<file path="config.mk">
export PLATFORM = sky130hd
export DESIGN_NAME = dft_index_gen
export DESIGN_NICKNAME = d
export VERILOG_FILES = /design/src/rtl/dft_index_gen.sv
export SDC_FILE = /design/constraint.sdc
export NUM_CORES = 1
export LEC_CHECK = 0
export CORE_UTILIZATION = 55
export CTS_CLUSTER_DIAMETER = 30
export DETAILED_ROUTE_END_ITERATION = 12
export DONT_BUFFER_PORTS = 1
export PLACE_DENSITY = 0.7
export SYNTH_ARGS = -nofsm -noshare
export SYNTH_HDL_FRONTEND = slang
export SYNTH_SLANG_ARGS = --single-unit
</file>
<file path="constraint.sdc">
create_clock -name clk -period 6.3 [get_ports clk]
set_input_delay 0.63 -clock clk [delete_from_list [all_inputs] [get_ports clk]]
set_output_delay 0.63 -clock clk [all_outputs]
set_load 0.005 [all_outputs]
</file>
<file path="src/rtl/dft_index_gen.sv">
// dft_index_gen: index/address generator that sits after the DFT control FSM.
// It produces the sample index n, the bin index k and the twiddle index
// (n*k) mod N, and it returns the LOAD and COMP completion flags to the FSM.
// Optional build macro: DFT_IDX_HALF_SPECTRUM_EN. When it is defined, the bin
// loop stops at k = N>>1, because the other bins of a real-input transform
// are mirror images.
module dft_index_gen #(
  parameter int IDX_W = 12
) (
  input  logic             clk,
  input  logic             rst,
  input  logic             ce,
  input  logic [IDX_W-1:0] sample_num,
  input  logic             clear,
  input  logic             load_to_cache,
  input  logic             count_n_en,
  input  logic             count_k_en,
  output logic [IDX_W-1:0] n_idx,
  output logic [IDX_W-1:0] k_idx,
  output logic [IDX_W-1:0] tw_idx,
  output logic             idx_valid,
  output logic             bin_last,
  output logic             data_to_cache_loaded,
  output logic             calc_end
);

  logic [IDX_W-1:0] r_nLen;
  logic [IDX_W-1:0] r_nIdx;
  logic [IDX_W-1:0] r_kIdx;
  logic [IDX_W-1:0] r_twIdx;
  logic             r_clearD;
  logic             r_loaded;
  logic             r_calcEnd;

  logic             w_clrRise;
  logic             w_load;
  logic             w_comp;
  logic             w_lenZero;
  logic             w_nLast;
  logic             w_kLast;
  logic             w_issue;
  logic [IDX_W:0]   w_twSum;
  logic [IDX_W-1:0] w_twNext;

  assign w_clrRise = clear & ~r_clearD;
  assign w_load    = load_to_cache & count_n_en;
  assign w_comp    = ~load_to_cache & count_n_en & count_k_en;
  assign w_lenZero = (r_nLen == '0);
  assign w_nLast   = (r_nIdx == (r_nLen - IDX_W'(1)));

`ifdef DFT_IDX_HALF_SPECTRUM_EN
  assign w_kLast = (r_kIdx == (r_nLen >> 1));
`else
  assign w_kLast = (r_kIdx == (r_nLen - IDX_W'(1)));
`endif

  // The twiddle index moves forward by k on each inner step. The sum is one bit
  // wider so that a large N cannot overflow before the wrap.
  assign w_twSum  = {1'b0, r_twIdx} + {1'b0, r_kIdx};
  assign w_twNext = (w_twSum >= {1'b0, r_nLen}) ? IDX_W'(w_twSum - {1'b0, r_nLen})
                                                : IDX_W'(w_twSum);

  assign w_issue = ce & ~rst & ~w_clrRise & ~w_lenZero &
                   ((w_load & ~r_loaded) | (w_comp & ~r_calcEnd));

  assign n_idx                = r_nIdx;
  assign k_idx                = r_kIdx;
  assign tw_idx               = r_twIdx;
  assign idx_valid            = w_issue;
  assign bin_last             = w_issue & w_comp & w_nLast;
  assign data_to_cache_loaded = r_loaded;
  assign calc_end             = r_calcEnd;

  // Counter and flag update. A clear rising edge restarts everything.
  // Otherwise the counters advance once for each issued index.
  always_ff @(posedge clk) begin
    if (rst) begin
      r_nLen    <= '0;
      r_nIdx    <= '0;
      r_kIdx    <= '0;
      r_twIdx   <= '0;
      r_clearD  <= 1'b0;
      r_loaded  <= 1'b0;
      r_calcEnd <= 1'b0;
    end else if (ce) begin
      r_clearD <= clear;
      if (w_clrRise) begin
        r_nLen    <= sample_num;
        r_nIdx    <= '0;
        r_kIdx    <= '0;
        r_twIdx   <= '0;
        r_loaded  <= 1'b0;
        r_calcEnd <= 1'b0;
      end else if (w_lenZero) begin
        if (w_load) begin
          r_loaded <= 1'b1;
        end else if (w_comp) begin
          r_calcEnd <= 1'b1;
        end
      end else if (w_issue) begin
        if (w_load) begin
          if (w_nLast) begin
            r_nIdx   <= '0;
            r_loaded <= 1'b1;
          end else begin
            r_nIdx <= r_nIdx + IDX_W'(1);
          end
        end else begin
          if (w_nLast) begin
            r_nIdx  <= '0;
            r_twIdx <= '0;
            if (w_kLast) begin
              r_kIdx    <= '0;
              r_calcEnd <= 1'b1;
            end else begin
              r_kIdx <= r_kIdx + IDX_W'(1);
            end
          end else begin
            r_nIdx  <= r_nIdx + IDX_W'(1);
            r_twIdx <= w_twNext;
          end
        end
      end
    end
  end

endmodule

</file>
==> out/qor.txt <==
DRT
-----------------------------------------------------------------------------------------
Detailed Route Iter0 Violations                                                       219
Residual DRC count                                                                      0
Post-DR wirelength/cell                                                          17.56 um
Routed vias/inst                                                                    6.243
Antenna Violating Nets Remaining                                                        0
Router iterations before antenna repair                                                 5
Total length of routed wires                                                     11060 um
Routed via count                                                                     3933

SYNTH
-----------------------------------------------------------------------------------------
Largest family of logic cells by synthesized area                            simple AND/OR/NAND/NOR gates
Number of enable-type register cells in the synthesized netlist                         0
Cells taking the most area after synthesis                                   dfxtp_1 24%, ha_1 8.1%, xnor2_1 7.7%
Post-synthesis adder-cell area fraction                                            9.015%
Number of nets produced by synthesis                                                  603
Commonest register cell after synthesis                                           dfxtp_1
Synth cell types                                                                       65
Yosys warning count                                                                     0
Simple-gate portion of the synthesized area                                        24.04%
Synth Instances                                                                       554
Synthesis-stage register bit count                                                     51
Area share of the largest cell type after synthesis                                23.58%
Mean instance size in the synthesized netlist                                 7.817 sq um
Synth Area in Compound Gates                                                       21.73%
Most area-hungry cell type in the Yosys netlist                                   dfxtp_1
Post-synthesis mux area share                                                      3.063%
Area of the mapped netlist                                                     4330 sq um
Synthesized-area fraction occupied by xor and xnor cells                           13.00%
Proportion of register bits with asynchronous set or reset after synthesis             0%
Seq/Total Area, Yosys                                                              23.58%

CLOCKING
-----------------------------------------------------------------------------------------
Post-CTS Setup Bufs                                                                     0
CTS Hold Buffers Added                                                                  0
CTS clock-pin slew for the worst setup and hold paths                             0.09 ns
Clock Latency Late Sink                                                           0.31 ns
Cts bufs inserted                                                                       5
Cells resized by post-CTS repair                                                        0
Clock tree sinks                                                                       51
Clock Tree Root                                                                  clkbuf_8
Maximum buffer depth of the clock tree                                                  2
CTS tree                                                                            built
H-tree depth                                                                            2

FINAL LAYOUT
-----------------------------------------------------------------------------------------
Post-route non-filler standard cell count                                             630
Count of nets after finishing                                                         581
Area Growth Syn to Fin                                                             1.820%
Number of antenna diodes                                                                0
Fraction of layout cells with a size suffix above 1                                5.838%
Core utilization of the finished layout                                            59.21%

PLACE
-----------------------------------------------------------------------------------------
Routability congestion estimate                                                    0.8840
Detailed Place HPWL                                                               8403 um
Placed cell count                                                                     624
Buffers added on ports                                                                  0

CRITICAL PATH
-----------------------------------------------------------------------------------------
Highest net fanout along the worst path                                                12
CP Data Required Time                                                             6.53 ns
CP Launch Point                                                                  k_idx[0]
Arrival time of data at the critical path endpoint                                5.11 ns
Worst R2R End                                                                   tw_idx[1]
Capturing element type of the critical path                                      register
Start of the worst register-to-register path                                     k_idx[0]
Worst Reg-to-Reg Cells                                                                 16
CP startpoint kind                                                               register
Maximum cell stage delay along the critical path                                  0.75 ns
Reg-to-reg slack, setup                                                           1.42 ns
Cell breakdown of the critical path                                          ha_1, fa_1, a211oi_1, nor2_1, o31ai_1, a31oi_1, a21oi_1, xnor2_1, ha_1, a21oi_1, nand2_1, a211oi_1, a41oi_1, nand4b_1, mux2_2, o21ai_0
Type of the setup path with the least slack                                  register to register
Critical Path Sink                                                              tw_idx[1]
Slowest CP cell                                                                  nand4b_1

STA
-----------------------------------------------------------------------------------------
Highest achievable clock rate                                                   205.1 MHz
Relative slew slack                                                                23.93%
Transition at the pin with the smallest max-transition slack                     1.141 ns
Final worst clock skew                                                        0.003928 ns
Final count of pins violating max slew                                                  0
Setup repair after global routing missed its margin                                 false
Setup violation total in the final timing report                                        0
Post-layout minimum cycle time                                                   4.877 ns
Post-route clock period utilization                                                77.41%
Setup tns final                                                                      0 ns
Fin. Hold Viols                                                                         0

DIE
-----------------------------------------------------------------------------------------
Die X-Extent                                                                     90.73 um
Die outline area                                                               8232 sq um
Vertical extent of the die                                                       90.73 um
Core area                                                                      7447 sq um
Ports                                                                                  59
Initial Util                                                                       58.15%
Placement row count                                                                    31

PWR
-----------------------------------------------------------------------------------------
Ratio of total power to cell area                                            169.7 nW/um^2
Worst VDD drop                                                                 0.09430 mV
Leakage                                                                          1.687 nW

WORST HOLD PATH
-----------------------------------------------------------------------------------------
Class of the most critical hold timing path                                  input pin to register

FLOW RUN
-----------------------------------------------------------------------------------------
Maximum Capacitance Violations                                                          0

GLOBAL ROUTING
-----------------------------------------------------------------------------------------
Overflow after GRT                                                                      0
Number of global-route vias before repair                                            3691
First-pass GRT wire length                                                       18300 um
Initial antenna violation count                                                         0
Overall Global Routing Usage                                                       27.70%
Maximum number of pins on one net before global-route repair                           23

STATUS
-----------------------------------------------------------------------------------------
Result of the run                                                               completed

-- kinds of logic (layout without fill, tap and decap cells) --
| group | Yosys count | after routing |
|---|---|---|
| AO/OA/AOI/OAI | 133 | 133 |
| adder cells (fa/ha/maj) | 30 | 30 |
| flip-flops | 51 | 51 |
| AND/OR/NAND/NOR | 211 | 211 |
| multiplexers | 13 | 13 |
| XOR/XNOR | 58 | 58 |
| buffers and inverters | 58 | 35 |
-- cell usage in the layout, fill, tap and decap left out, drive strengths merged, types with 6 or more instances in the layout --
cell and n:
o21a 6, a21o 7, o31ai 14, a211oi 8, nand3 26, nand2 69, nor4 9, dfxtp 51
and2 8, ha 28, mux2i 11, nor3 12, nand4 9, xnor2 38, xor2 16, o21ai 24
inv 26, a32oi 10, nor2 42, nor2b 10, a21oi 33
-- power by group --
part | internal, W | switching (W) | leakage (nW)
registers | 0.000328 | 0.0000139 | 0.413
logic | 0.0000960 | 0.000124 | 1.24
clock network | 0.0000742 | 0.000112 | 0.0361
total | 0.000499 | 0.000250 | 1.69
-- state kept, by name (all words and copies together) (netlist names) --
register and flops:
calc_end 1, data_to_cache_loaded 1, k_idx 12, n_idx 12, r_clearD 1, r_nLen 12
tw_idx 12
-- worst max-delay path, delay by kind of cell (launching register included) --
kind	cells	cell delay (ns)
XOR/XNOR	1	0.16
flip-flops	1	0.42
AO/OA/AOI/OAI	8	1.73
AND/OR/NAND/NOR	3	0.93
multiplexers	1	0.53
adder cells (fa/ha/maj)	3	1.03
-- per-layer routing --
metal | GRT usage [%] | part of all wire (%) | vias up
met1 | 38.02 | 48 | 1841
met5 | 0 | 0 | -
li1 | - | - | 1952
met3 | 3.788 | 5.0 | 13
met2 | 45.39 | 46 | 127
met4 | 7.124 | 1.4 | 0
-- worst min path at each step --
stage	slack, ns	from	end	cells past startpoint
2_1_floorplan	0.46	tw_idx[3]	tw_idx[3]	2
3_3_place_gp	0.48	tw_idx[7]	tw_idx[7]	2
3_5_place_dp	0.48	tw_idx[7]	tw_idx[7]	2
4_1_cts	0.38	rst	r_nLen[11]	1
5_1_grt	0.36	rst	r_clearD	1
6_report	0.38	rst	r_clearD	1
-- cells in the mapped netlist, types with 11 or more instances --
cell	instances
mux2i_1	11
nor2_1	41
xor2_1	16
nand2_1	69
dfxtp_1	51
xnor2_1	38
inv_1	26
ha_1	28
o21ai_0	15
nand3_1	26
a21oi_1	33
clkbuf_1	23
nor3_1	12
-- stage by stage --
step	setup WS (ns)	hold slack, ns	cell area, sq um	power, W
2_1_floorplan	2.299	0.4611	4330	0.0005291
3_3_place_gp	1.676	0.4775	4333	0.0005620
3_5_place_dp	1.492	0.4833	4333	0.0005662
4_1_cts	1.467	0.3756	4409	0.0007500
5_1_grt	1.078	0.3631	4409	0.0007878
6_report	1.423	0.3792	4409	0.0007481
-- area by class of cell --
| class | count | area [sq um] |
|---|---|---|
| clock buffer | 5 | 68.82 |
| multi-input combinational | 445 | 3068 |
| sequential | 51 | 1021 |
| fill | 736 | 3038 |
| inverter | 26 | 97.59 |
| clock inverter | 1 | 7.507 |
| tap | 99 | 123.9 |
| timing repair buffer | 3 | 22.52 |
No activity file was read; power rests on OpenSTA's default activity.
